**src/rtl/multicycle_addsub_if.sv**
```systemverilog
// Operand/result handshake bundle for multicycle_addsub.
// The master drives operands and out_ready; the slave (the adder) returns the result and flags.
interface multicycle_addsub_if #(
  parameter int WIDTH = 16
);
  logic             in_valid;
  logic             in_ready;
  logic [WIDTH-1:0] a;
  logic [WIDTH-1:0] b;
  logic             op;
  logic             abs_en;
  logic             out_valid;
  logic             out_ready;
  logic [WIDTH-1:0] result;
  logic             carry_out;
  logic             overflow;
  logic             negative;

  modport master (
    output in_valid, a, b, op, abs_en, out_ready,
    input  in_ready, out_valid, result, carry_out, overflow, negative
  );

  modport slave (
    input  in_valid, a, b, op, abs_en, out_ready,
    output in_ready, out_valid, result, carry_out, overflow, negative
  );
endinterface

```
**src/rtl/multicycle_addsub.sv**
```systemverilog
// Chunk-serial add/subtract: CHUNK bits per cycle, carry rippled through a register,
// with optional magnitude correction of a borrowing subtract.
//
// state | meaning
// IDLE  | waiting for operands, in_ready=1
// CALC  | one chunk per cycle, idx 0..N-1
// FIX   | two's-complement the raw difference into its magnitude
// DONE  | result/flags held until out_ready
module multicycle_addsub #(
  parameter int WIDTH = 16,
  parameter int CHUNK = 4
) (
  input  logic                clk,
  input  logic                rst,
  multicycle_addsub_if.slave  bus
);

  localparam int N     = WIDTH / CHUNK;
  localparam int IDX_W = (N > 1) ? $clog2(N) : 1;
  localparam logic [IDX_W-1:0] LAST_IDX = IDX_W'(N - 1);
  localparam logic [IDX_W-1:0] IDX_ONE  = IDX_W'(1);
  localparam logic [WIDTH-1:0] RES_ONE  = WIDTH'(1);

  typedef enum logic [1:0] {IDLE, CALC, FIX, DONE} state_t;

  state_t           state, state_nxt;
  logic [WIDTH-1:0] a_reg, beff_reg, result_reg;
  logic             op_reg, abs_reg, carry_reg;
  logic             carry_out_reg, overflow_reg, negative_reg;
  logic [IDX_W-1:0] idx;
  logic [CHUNK:0]   chunk_sum;
  logic             last;

  assign last      = (idx == LAST_IDX);
  assign chunk_sum = {1'b0, a_reg[idx*CHUNK +: CHUNK]}
                   + {1'b0, beff_reg[idx*CHUNK +: CHUNK]}
                   + {{CHUNK{1'b0}}, carry_reg};

  always_ff @(posedge clk or posedge rst) begin
    if (rst) state <= IDLE;
    else     state <= state_nxt;
  end

  always_comb begin
    state_nxt = state;
    case (state)
      IDLE: if (bus.in_valid) state_nxt = CALC;
      CALC: begin
        if (last) begin
          // only a borrowing subtract with abs_en needs the extra negate cycle
          if (op_reg & abs_reg & ~chunk_sum[CHUNK]) state_nxt = FIX;
          else                                      state_nxt = DONE;
        end
      end
      FIX:  state_nxt = DONE;
      DONE: if (bus.out_ready) state_nxt = IDLE;
      default: state_nxt = IDLE;
    endcase
  end

  always_ff @(posedge clk or posedge rst) begin
    if (rst) begin
      a_reg         <= '0;
      beff_reg      <= '0;
      result_reg    <= '0;
      op_reg        <= 1'b0;
      abs_reg       <= 1'b0;
      carry_reg     <= 1'b0;
      carry_out_reg <= 1'b0;
      overflow_reg  <= 1'b0;
      negative_reg  <= 1'b0;
      idx           <= '0;
    end else begin
      case (state)
        IDLE: begin
          if (bus.in_valid) begin
            a_reg     <= bus.a;
            beff_reg  <= bus.b ^ {WIDTH{bus.op}};
            op_reg    <= bus.op;
            abs_reg   <= bus.abs_en;
            carry_reg <= bus.op;
            idx       <= '0;
          end
        end
        CALC: begin
          result_reg[idx*CHUNK +: CHUNK] <= chunk_sum[CHUNK-1:0];
          carry_reg                      <= chunk_sum[CHUNK];
          if (last) begin
            carry_out_reg <= chunk_sum[CHUNK];
            overflow_reg  <= (a_reg[WIDTH-1] == beff_reg[WIDTH-1]) &
                             (chunk_sum[CHUNK-1] != a_reg[WIDTH-1]);
            negative_reg  <= op_reg & ~chunk_sum[CHUNK];
          end else begin
            idx <= idx + IDX_ONE;
          end
        end
        FIX: result_reg <= ~result_reg + RES_ONE;
        default: ;
      endcase
    end
  end

  assign bus.in_ready  = (state == IDLE);
  assign bus.out_valid = (state == DONE);
  assign bus.result    = result_reg;
  assign bus.carry_out = carry_out_reg;
  assign bus.overflow  = overflow_reg;
  assign bus.negative  = negative_reg;

endmodule

```
**src/flat_wrapper.sv**
```systemverilog
// flat-port wrapper written by rule: the top's interface ports become plain ports
module multicycle_addsub_flat 
#(
  parameter int WIDTH = 16,
  parameter int CHUNK = 4
)
  (clk, rst, bus_in_valid, bus_a, bus_b, bus_op, bus_abs_en, bus_out_ready, bus_in_ready, bus_out_valid, bus_result, bus_carry_out, bus_overflow, bus_negative);
  multicycle_addsub_if #(.WIDTH(WIDTH)) bus_i ();
  input  logic clk;
  input  logic rst;
  input wire logic [$bits(bus_i.in_valid)-1:0] bus_in_valid;
  input wire logic [$bits(bus_i.a)-1:0] bus_a;
  input wire logic [$bits(bus_i.b)-1:0] bus_b;
  input wire logic [$bits(bus_i.op)-1:0] bus_op;
  input wire logic [$bits(bus_i.abs_en)-1:0] bus_abs_en;
  input wire logic [$bits(bus_i.out_ready)-1:0] bus_out_ready;
  output wire logic [$bits(bus_i.in_ready)-1:0] bus_in_ready;
  output wire logic [$bits(bus_i.out_valid)-1:0] bus_out_valid;
  output wire logic [$bits(bus_i.result)-1:0] bus_result;
  output wire logic [$bits(bus_i.carry_out)-1:0] bus_carry_out;
  output wire logic [$bits(bus_i.overflow)-1:0] bus_overflow;
  output wire logic [$bits(bus_i.negative)-1:0] bus_negative;
  assign bus_i.in_valid = bus_in_valid;
  assign bus_i.a = bus_a;
  assign bus_i.b = bus_b;
  assign bus_i.op = bus_op;
  assign bus_i.abs_en = bus_abs_en;
  assign bus_i.out_ready = bus_out_ready;
  assign bus_in_ready = bus_i.in_ready;
  assign bus_out_valid = bus_i.out_valid;
  assign bus_result = bus_i.result;
  assign bus_carry_out = bus_i.carry_out;
  assign bus_overflow = bus_i.overflow;
  assign bus_negative = bus_i.negative;
  multicycle_addsub #(.WIDTH(WIDTH), .CHUNK(CHUNK)) u_core (.clk(clk), .rst(rst), .bus(bus_i));
endmodule
```
**config.mk**
```make
export PLATFORM = sky130hd
export DESIGN_NAME = multicycle_addsub_flat
export DESIGN_NICKNAME = d
export VERILOG_FILES = /design/src/rtl/multicycle_addsub_if.sv /design/src/rtl/multicycle_addsub.sv /design/src/flat_wrapper.sv
export SDC_FILE = /design/constraint.sdc
export NUM_CORES = 1
export LEC_CHECK = 0
export ABC_CLOCK_PERIOD_IN_PS = 3500
export CAP_MARGIN = 0
export CELL_PAD_IN_SITES_DETAIL_PLACEMENT = 0
export CELL_PAD_IN_SITES_GLOBAL_PLACEMENT = 1
export CORE_MARGIN = 10
export CORE_UTILIZATION = 41
export DETAILED_ROUTE_END_ITERATION = 10
export PLACE_DENSITY = 0.8
export SLEW_MARGIN = 20
export SYNTH_ARGS = -nofsm -noshare
export SYNTH_HDL_FRONTEND = slang
export SYNTH_SLANG_ARGS = --single-unit
```
**constraint.sdc**
```tcl
create_clock -name clk -period 3.5 [get_ports clk]
set_input_delay 0.875 -clock clk [delete_from_list [all_inputs] [get_ports clk]]
set_output_delay 0.875 -clock clk [all_outputs]
set_load 0.03 [all_outputs]
```
==> flow_metrics.env, run 1 <==
export IMPL_outcome="finished, final reports clean"
export IMPL_root_buffer="clkbuf_8"
export IMPL_yosysWarnings=0
export IMPL_busiest_layer="met2"
export IMPL_finClkSkew_ns=0.00939
export IMPL_ant_nets=0
export IMPL_critPathMaxStageDelay_ns=0.57
export IMPL_ir_worst_vdd_uv=375
export IMPL_rsz0062_at_grt="false"
export IMPL_dp_cells=477
export IMPL_cap_violations=0
export IMPL_seq_area_um2=1450
export IMPL_area_growth_pct=26.7
export IMPL_synth_seq_cells=58
export IMPL_setup_viol=0
export IMPL_ctsResizeCount=0
export IMPL_relSlewSlack_pct=35.7
export IMPL_finalWirelength_um=8330
export IMPL_gr_total_overflow=0
export IMPL_p_leak_nw=1.79
export IMPL_syn_area_per_cell_um2=10.5
export IMPL_end_kind="flop"
export IMPL_critPathBufInv=2
export IMPL_track_usage_pct=13.6
export IMPL_fin_util_pct=52.8
export IMPL_drt_pass1_iterations=4
export IMPL_grtUsageMet2_pct=22.0
export IMPL_start_kind="flop"
export IMPL_cp_required_ns=3.73
export IMPL_n_antenna_cell=0
export IMPL_ys_seq_area_share_pct=42.8
export IMPL_final_max_slew_viol_count=0
export IMPL_cp_top_family="adder cells"
export IMPL_worst_pin_slew_ns=0.962
export IMPL_vias=2665
export IMPL_syn_area_um2=3390
export IMPL_cts_tree="done"
export IMPL_p_seq_share_pct=27.3
export IMPL_combPwrFrac_pct=57.9
export IMPL_hold_buffers=0
export IMPL_cts_sinks=58
export IMPL_die_y_um=111
export IMPL_reg2reg_setup_slack_ns=0.63
export IMPL_clkTransAtPathRegs_ns=0.07
export IMPL_hold_viol=0
export IMPL_p_sw_mw=2.10
export IMPL_final_cells=493
export IMPL_max_freq_mhz=348
export IMPL_finalCriticalPeriod_ns=2.87
export IMPL_clock_power_share_pct=14.8
export IMPL_via_per_inst=5.41
export IMPL_critPathKind="flop to flop"
export IMPL_synth_ff_type="dfrtp_1"
export IMPL_synth_cell_types=60
export IMPL_die_area_um2=12300
export IMPL_wl_per_cell_um=16.9
export IMPL_powerDensity_nw_per_um2=1080
export IMPL_grt_pass1_wl_um=14200
export IMPL_swShare_pct=45.2
export IMPL_cts_max_level=3
export IMPL_cts_path_max_buffers=2
export IMPL_cts_made_buffers=9
export IMPL_die_w_um=111
export IMPL_grt_use_met1_pct=17.1
export IMPL_met3_usage_pct=4.22
export IMPL_finalWeightedCongestion=0.848
export IMPL_multiInputGateArea_um2=1800
export IMPL_rows=33
export IMPL_synth_cells=323
export IMPL_path_cells="mux4_2, fa_1, inv_1, fa_1, inv_1, and4_1, o22ai_1, a221oi_1"
export IMPL_layout_nets=435
export IMPL_post_route_period_util_pct=82.1
export IMPL_synth_edf_count=0
export IMPL_crit_path_max_fanout=9
export IMPL_cts_setup_buffers=0
export IMPL_p_int_mw=2.54
export IMPL_post_place_ws_ns=0.634
export IMPL_layout_setup_ws_ns=0.628
export IMPL_start_util_pct=41.7
export IMPL_grt_pass1_vias=2830
export IMPL_clk_insertion_delay_late_ns=0.34
export IMPL_route_detailed_drc=0
export IMPL_slowest_stage="dfrtp_1"
export IMPL_tns_ns=0
export IMPL_hold_path_class="flop to flop"
export IMPL_syn_num_nets=375
export IMPL_drive_gt1_share_pct=14.4
export IMPL_portBuffers=58
export IMPL_coreArea_um2=8130
export IMPL_crit_arrival_ns=3.10
export IMPL_antenna_found_initial=0
export IMPL_io_pins=59
export IMPL_grt_start_max_net_pins=52
export IMPL_dp_hpwl_um=6280
export IMPL_dr_first_iter_drc_count=92
export IMPL_n_fill_cell=715
export IMPL_async_flop_share_pct=100
cell usage in the layout (no fill, tap or decap), drive strengths merged, types with 4 or more instances in the layout:
cell / instances
clkdlybuf4s50: 58
mux2: 18
inv: 21
nor2: 10
xnor2: 16
mux2i: 4
dfrtp: 58
o221ai: 7
o21ai: 31
nand2: 38
nand3: 11
clkbuf: 11
buf: 5
ha: 12
mux4: 8
a21oi: 6
nor3: 6
worst paths after layout:
kind,depth (start not counted),endpoint,from
worst max-delay path,8,u_core.bus.result[5],u_core.idx[1]
worst min register to register,2,u_core.beff_reg[14],u_core.beff_reg[14]
min in group asynchronous,2,u_core.beff_reg[3],rst
worst max register to register,8,u_core.bus.result[5],u_core.idx[1]
worst min-delay path,2,u_core.beff_reg[14],u_core.beff_reg[14]
max in group asynchronous,3,u_core.bus.result[9],rst
per-layer routing:
layer  vias to the layer above  share of wire (%)  wire length [µm]
met5                         -                  0                 0
met4                         0               0.98                82
met3                         7                5.2               431
met2                        64                 48              3970
met1                      1292                 46              3850
li1                       1302                  -                 -
final cells by class:
class / instances / share of cell area [%]
multi-input combinational: 230 / 41.8
tap: 105 / 3.06
timing repair buffer: 63 / 14.4
clock inverter: 5 / 1.81
inverter: 21 / 1.84
sequential: 58 / 33.8
clock buffer: 11 / 3.29
stage by stage:
step	power [mW]	cell area (µm²)	hold WS [ns]
floorplan	3.15	3390	0.445
global placement	3.91	4080	0.458
detailed placement	3.97	4080	0.465
CTS	4.67	4300	0.480
global route	5.02	4300	0.515
finish	4.64	4300	0.476
worst reg2reg max path: cells and delay by family (launching register included):
family                   cells  cell delay (ns)
flip-flops                   1             0.57
adder cells (fa/ha/maj)      2             0.85
AND/OR/NAND/NOR              1             0.21
multiplexers                 1             0.58
AO/OA/AOI/OAI                2             0.39
buffers and inverters        2             0.18
power groups by stage:
stage | clock (mW) | combinational (mW) | sequential [mW]
final | 0.686 | 2.69 | 1.27
after global routing | 0.728 | 2.97 | 1.32
after CTS | 0.699 | 2.70 | 1.27
after detailed placement | 0 | 2.69 | 1.28
after global placement | 0 | 2.64 | 1.27
after floorplan | 0 | 1.79 | 1.36
cell families (layout without fill, tap and decap cells):
group                      after synthesis  in the layout  share of synthesized area [%]
and+or+nand+nor                         92             92                           15.0
muxes                                   30             30                           12.5
DFF                                     58             58                           42.8
xor gates and xnor gates                17             17                           4.39
adders and majority gates               14             14                           5.61
AOI/OAI and AO/OA                       77             77                           15.5
buffers and inverters                   35            100                           4.21
cells in the mapped netlist, types with 3 or more instances:
cell type / instances / share of area, %
buf_1: 3 / 0.33
a41oi_1: 3 / 0.78
clkbuf_1: 7 / 0.78
nor3_1: 4 / 0.59
a31oi_1: 3 / 0.55
buf_2: 3 / 0.44
o221ai_1: 7 / 1.8
mux4_2: 8 / 5.3
o21ai_1: 7 / 1.0
a21oi_1: 5 / 0.74
ha_1: 12 / 4.4
inv_1: 21 / 2.3
o21ai_0: 24 / 3.5
xnor2_1: 16 / 4.1
nor2b_1: 3 / 0.55
o22ai_1: 3 / 0.55
mux2_2: 18 / 6.0
nand2_1: 38 / 4.2
nor2_1: 10 / 1.1
mux2i_1: 4 / 1.2
nand3_1: 11 / 1.6
nor3b_1: 3 / 0.66
dfrtp_1: 58 / 43
(Power assumes the default switching activity.)
==> run 2: changes to the inputs <==
--- a/config.mk
+++ b/config.mk
@@ -5,14 +5,14 @@
 export SDC_FILE = /design/constraint.sdc
 export NUM_CORES = 1
 export LEC_CHECK = 0
-export ABC_CLOCK_PERIOD_IN_PS = 3500
+export ABC_CLOCK_PERIOD_IN_PS = 2300
 export CAP_MARGIN = 0
 export CELL_PAD_IN_SITES_DETAIL_PLACEMENT = 0
 export CELL_PAD_IN_SITES_GLOBAL_PLACEMENT = 1
 export CORE_MARGIN = 10
-export CORE_UTILIZATION = 41
+export CORE_UTILIZATION = 37
 export DETAILED_ROUTE_END_ITERATION = 10
-export PLACE_DENSITY = 0.8
+export PLACE_DENSITY = 0.77
 export SLEW_MARGIN = 20
 export SYNTH_ARGS = -nofsm -noshare
 export SYNTH_HDL_FRONTEND = slang
==> constraint.sdc (replaced) <==
create_clock -name clk -period 2.3 [get_ports clk]
set_input_delay 0.575 -clock clk [delete_from_list [all_inputs] [get_ports clk]]
set_output_delay 0.575 -clock clk [all_outputs]
set_load 0.03 [all_outputs]
==> flow_metrics.env, run 2 (synthesis gave the netlist of run 1 again) <==
export IMPL_outcome="finished, violations left"
export IMPL_violations="setup timing"
export IMPL_relSlewSlack_pct=65.0
export IMPL_critPathKind="flop to flop"
export IMPL_clk_insertion_delay_late_ns=0.35
export IMPL_final_common_cell="dfrtp_1"
export IMPL_finClkSkew_ns=0.0126
export IMPL_power_mw=8.41
export IMPL_route_detailed_drc=0
export IMPL_multiInputGateArea_um2=1950
export IMPL_start_kind="flop"
export IMPL_root_buffer="clkbuf_8"
export IMPL_wl_per_cell_um=17.3
export IMPL_crit_arrival_ns=2.80
export IMPL_final_max_slew_viol_count=0
export IMPL_cts_path_max_buffers=2
export IMPL_gr_total_overflow=0
export IMPL_grt_pass1_vias=2933
export IMPL_grt_pass1_wl_um=14500
export IMPL_antenna_found_initial=0
export IMPL_io_pins=59
export IMPL_post_route_period_util_pct=110
export IMPL_die_w_um=116
export IMPL_cp_required_ns=2.56
export IMPL_dr_first_iter_drc_count=108
export IMPL_dp_hpwl_um=6590
export IMPL_cts_made_buffers=9
export IMPL_die_area_um2=13400
export IMPL_met3_usage_pct=4.60
export IMPL_grt_start_max_net_pins=59
export IMPL_cts_max_level=3
export IMPL_grtUsageMet2_pct=22.3
export IMPL_via_per_inst=5.34
export IMPL_die_y_um=116
export IMPL_worst_pin_slew_ns=0.520
export IMPL_seq_area_um2=1450
export IMPL_max_freq_mhz=395
export IMPL_vias=2739
export IMPL_end_kind="flop"
export IMPL_drive_gt1_share_pct=25.4
export IMPL_hold_buffers=0
export IMPL_cts_tree="done"
export IMPL_ir_worst_vdd_uv=637
export IMPL_crit_path_max_fanout=3
export IMPL_hold_viol=0
export IMPL_clkTransAtPathRegs_ns=0.08
export IMPL_portBuffers=58
export IMPL_n_fill_cell=792
export IMPL_rsz0062_at_grt="true"
export IMPL_layout_common_cells="58 x dfrtp_1, 57 x clkdlybuf4s50_1, 37 x nand2_1"
export IMPL_cap_violations=0
export IMPL_rows=34
export IMPL_cts_sinks=58
export IMPL_finalWirelength_um=8880
export IMPL_finalCriticalPeriod_ns=2.53
export IMPL_layout_nets=452
export IMPL_finalWeightedCongestion=0.796
export IMPL_ant_nets=0
export IMPL_hold_path_class="flop to flop"
export IMPL_coreArea_um2=8810
export IMPL_start_util_pct=38.5
export IMPL_track_usage_pct=13.5
export IMPL_area_growth_pct=36.9
export IMPL_powerDensity_nw_per_um2=1810
export IMPL_p_leak_nw=1.92
export IMPL_n_antenna_cell=0
export IMPL_setup_viol=10
export IMPL_tns_ns=-1.23
export IMPL_grt_use_met1_pct=16.3
export IMPL_layout_setup_ws_ns=-0.234
export IMPL_busiest_layer="met2"
export IMPL_drt_pass1_iterations=4
run 2: changes by cell type in the layout (fill, tap and decap cells not counted), moves of 3 or more:
cell and delta:
buf_4 +12, buf_6 +3, clkinv_4 +3, inv_1 -4
inv_2 +4, o21ai_0 -3, o221ai_1 -3, o221ai_2 +3
run 2: worst max-delay path: stages (launching register included):
cell      delay (ns)
dfrtp_1         0.40
mux4_2          0.54
fa_2            0.38
inv_2           0.07
fa_2            0.45
inv_2           0.07
and4_4          0.20
o22ai_2         0.07
a221oi_2        0.26
run 2: final cells by class:
class	instances	area share, %
Clock buffer	9	2.67
Clock inverter	7	2.70
Inverter	21	1.70
Multi-Input combinational cell	230	41.9
Sequential cell	58	31.3
Tap cell	108	2.91
Timing Repair Buffer	80	16.8
run 2: per-layer routing:
layer | wire length (µm) | part of all wire [%]
met3 | 557 | 6.3
met2 | 4310 | 49
met1 | 3940 | 44
met5 | 0 | 0
met4 | 72 | 0.81
run 2: path summary, 6_finish.rpt:
check | startpoint | slack [ns] | end | depth (start not counted)
setup / recovery | u_core.idx[0] | -0.23 | u_core.bus.result[5] | 8
hold / removal | u_core.beff_reg[10] | 0.48 | u_core.beff_reg[10] | 2
setup reg to reg | u_core.idx[0] | -0.23 | u_core.bus.result[5] | 8
min in group asynchronous | rst | 0.60 | u_core.beff_reg[3] | 3
max in group asynchronous | rst | 1.44 | u_core.bus.result[11] | 3
hold reg to reg | u_core.beff_reg[10] | 0.48 | u_core.beff_reg[10] | 2
run 2: report_power, final:
part / internal [mW] / switching (mW)
clock network: 0.728 / 0.457
logic: 2.44 / 2.85
registers: 1.50 / 0.425
run 2: repair_timing:
item                                    CTS  global route
endpoints found under the setup margin    9            17
setup buffers                             1             1
pin swaps                                 2            15
gates resized for setup                   8            30
run 2: stage by stage:
stage               worst slack [ns]  area (µm²)  hold slack (ns)  cells  util, %
finish                        -0.234        4640            0.482    513     52.7
floorplan                     -0.331        3410            0.445    323        -
global placement              -0.168        4240            0.468    497     48.1
detailed placement            -0.216        4240            0.469    497     48.1
CTS                           -0.234        4520            0.484    514     51.3
global route                  -0.336        4640            0.500    513     52.7
==> variant 1, RTL diff (flow settings as in run 1) <==
`CHUNK` is set to 4 in 2 places; all go to 8.
--- a/src/rtl/multicycle_addsub.sv
+++ b/src/rtl/multicycle_addsub.sv
@@ -10,3 +10,3 @@
   parameter int WIDTH = 16,
-  parameter int CHUNK = 4
+  parameter int CHUNK = 8
 ) (
--- a/src/flat_wrapper.sv
+++ b/src/flat_wrapper.sv
@@ -4,3 +4,3 @@
   parameter int WIDTH = 16,
-  parameter int CHUNK = 4
+  parameter int CHUNK = 8
 )
Function: changed (a bounded check fails within 4 cycles, from zero or initial values and one cycle with rst high).
==> variant 1 against run 1 <==
Clock skew rose by 0.0021 ns; power rose by 11%; wire length grew 3.6%; design area rose by 1.5%; clock power decreased by 9.9%; combinational power grew 19%; worst setup slack worse by 0.22 ns; critical endpoint is now u_core.bus.result[14]; area after synthesis increased by 3.4%; synthesized cell count up 11%; global-route usage increased by 0.24 points; utilization barely moved; sequential cell count fell by 1.
==> variant 1: results <==
metrics = {
    "pwr": {
        "p_per_area_nw_per_um2": 1180,
        "p_seq_frac": 0.257,
        "clkPwrFrac": 0.120,
    },
    "routing": {
        "vias": 2895,
        "route.met2.wl_um": 4150,
        "met1Wirelength_um": 3890,
        "post_drt_via_cell_ratio": 5.58,
    },
    "synthesis": {
        "ys_seq_area_frac": 0.407,
        "ys_types": 57,
        "synthTopCellsByCount": "57 x dfrtp_1, 33 x mux2_2, 32 x nand2_1, 26 x o21ai_0, 22 x a21oi_1",
        "syn_inst": 359,
    },
    "finish": {
        "post-route-util": 0.528,
        "clk_share": 0.0448,
        "fill_cells": 791,
        "multiInputGateArea_sq_um": 1900,
        "nNonClkInverters": 17,
        "buffer_area_frac": 0.146,
    },
    "setup_path": {
        "crit_slowest_cell": "a2111oi_0",
        "startpoint": "u_core.idx",
        "r2r_end": "u_core.bus.result[14]",
        "regToRegSetupSlack_ns": 0.41,
    },
    "sta": {
        "min_period_ns": 3.09,
    },
    "place": {
        "placed_cells_incl_taps": 503,
        "dpl-instance-area_sq_um": 4160,
    },
    "status": {
        "outcome": "complete, no violations",
    },
}
[variant 1: cells by family after synthesis]
| logic type | synth area share |
|---|---|
| compound gates | 0.205 |
| simple gates | 0.116 |
| flops | 0.407 |
| buf+inv | 0.0500 |
| mux | 0.123 |
| xor+xnor | 0.0450 |
| fa+ha+maj | 0.0542 |
[variant 1: worst min-delay path by stage]
stage,from,to,slack (ns),cells after the start
5_1_grt,u_core.bus.negative,u_core.bus.negative,0.52,1
4_1_cts,u_core.beff_reg[4],u_core.beff_reg[4],0.49,2
3_3_place_gp,u_core.beff_reg[14],u_core.beff_reg[14],0.47,2
2_1_floorplan,u_core.beff_reg[10],u_core.beff_reg[10],0.44,2
6_report,u_core.beff_reg[14],u_core.beff_reg[14],0.49,2
3_5_place_dp,u_core.beff_reg[4],u_core.beff_reg[4],0.47,2
[variant 1: tightest hold or removal path, delay by kind of cell (launching register included)]
kind,cells,cell delay [ns]
DFF,1,0.34
AOI/OAI and AO/OA,1,0.06
and+or+nand+nor,1,0.05
==> variant 2, RTL diff (flow settings as in run 1) <==
Without the edit above. The 4 states of `state_t` get a one-hot encoding in 4 bits.
--- a/src/rtl/multicycle_addsub.sv
+++ b/src/rtl/multicycle_addsub.sv
@@ -23,3 +23,3 @@
 
-  typedef enum logic [1:0] {IDLE, CALC, FIX, DONE} state_t;
+  typedef enum logic [3:0] {IDLE = 4'b0001, CALC = 4'b0010, FIX = 4'b0100, DONE = 4'b1000} state_t;
 
Check against the original RTL: no difference found for any inputs over 4 cycles, from zero or initial values and one cycle with rst high; so few cycles prove little.
==> variant 2 against run 1 <==
Power fell by 19%; worst setup slack got worse by 0.014 ns; sequential cell count increased by 2; wire length is 1.7% lower; area after synthesis increased by 1.8%; design area increased by 0.52%; die area up 1.4%; critical endpoint is now bus_in_ready.
==> variant 2: results <==
metrics = {
    "pwr": {
        "ir_worst_vdd_mv": 0.346,
        "pg_clk_uw": 637,
        "p_sw_mw": 1.56,
        "p_comb_mw": 1.86,
        "p_per_area_nw_per_um2": 868,
        "p_leak_nw": 1.78,
    },
    "grt": {
        "grt_pass1_vias": 2744,
        "grt_antenna_before_repair": 0,
        "grtUsageMet2": 0.207,
        "met3_usage": 0.0435,
        "grt_use_total": 0.132,
        "grt_use_met1": 0.166,
        "grt_max_degree": 60,
        "grt_pass1_wl_um": 13900,
    },
    "synthesis": {
        "synth_compound_area_frac": 0.146,
        "synthTopCellsByCount": "59 x dfrtp_1, 36 x nand2_1, 29 x o21ai_0, 19 x mux2_2, 17 x xnor2_1",
        "ys_seq_area_frac": 0.435,
        "syn_nets": 373,
        "synth-xor-area-share": 0.0457,
        "synth_top_cells_by_area": "dfrtp_1 43%, mux2_2 6.2%, mux4_2 5.2%",
        "ys_types": 64,
        "synth_fa_ha_area_frac": 0.0406,
        "muxShareOfSynthArea": 0.123,
    },
    "routing": {
        "dr.pass1.iters": 5,
        "wl_per_cell_um": 16.7,
        "post_drt_via_cell_ratio": 5.43,
        "route.met3.wl_um": 498,
        "met1Wirelength_um": 3680,
        "drtIter0Drc": 115,
        "route.met2.wl_um": 3880,
    },
    "place": {
        "gp_congestion": 0.851,
        "dp_hpwl_um": 6160,
        "port_buffers": 58,
    },
    "finish": {
        "fill_cells": 732,
        "multi_input_area_share": 0.416,
        "layout-drive-gt1-share": 0.159,
        "clk_share": 0.0469,
        "seq_share": 0.348,
        "nNonClkInverters": 14,
        "num-clock-buffers": 12,
        "buffer_area_frac": 0.146,
        "layout.comb_gates.multi_input": 231,
        "nNonClkBuffers": 63,
        "fin_nets": 427,
        "seq_cells": 60,
    },
    "sta": {
        "skew_ns": 0.00862,
        "max_slew_margin": 0.348,
    },
    "cts": {
        "clk_path_buf_depth": 2,
        "clock_latency_ns": 0.33,
        "postCtsSetupBuffers": 0,
        "cts_root_buffer": "clkbuf_8",
    },
    "status": {
        "outcome": "complete, no violations",
    },
    "setup_path": {
        "worst-path-max-fanout": 8,
        "r2r_cells": 7,
    },
}
## variant 2: per-stage QoR
step / cells / cell area, sq um / utilization / worst slack (ns)
after floorplan: 325 / 3450 / - / 0.739
after global placement: 473 / 4120 / 0.501 / 0.743
after detailed placement: 473 / 4120 / 0.501 / 0.636
after CTS: 489 / 4320 / 0.526 / 0.562
after global routing: 489 / 4320 / 0.526 / 0.392
final: 489 / 4320 / 0.526 / 0.614
## variant 2: path summary, 6_finish.rpt
kind	from	to	slack (ns)
max	u_core.state[0]	bus_in_ready	0.61
min	u_core.beff_reg[11]	u_core.beff_reg[11]	0.49
max reg2reg	u_core.idx[0]	u_core.bus.result[3]	0.61
min reg2reg	u_core.beff_reg[11]	u_core.beff_reg[11]	0.49
max in group asynchronous	rst	u_core.bus.result[6]	2.28
min in group asynchronous	rst	u_core.state[0]	0.88
## variant 2: critical path, stage by stage (launching register included)
cell and delay (ns):
dfstp_2 0.63, nor4b_4 0.31, clkdlybuf4s50_1 0.74
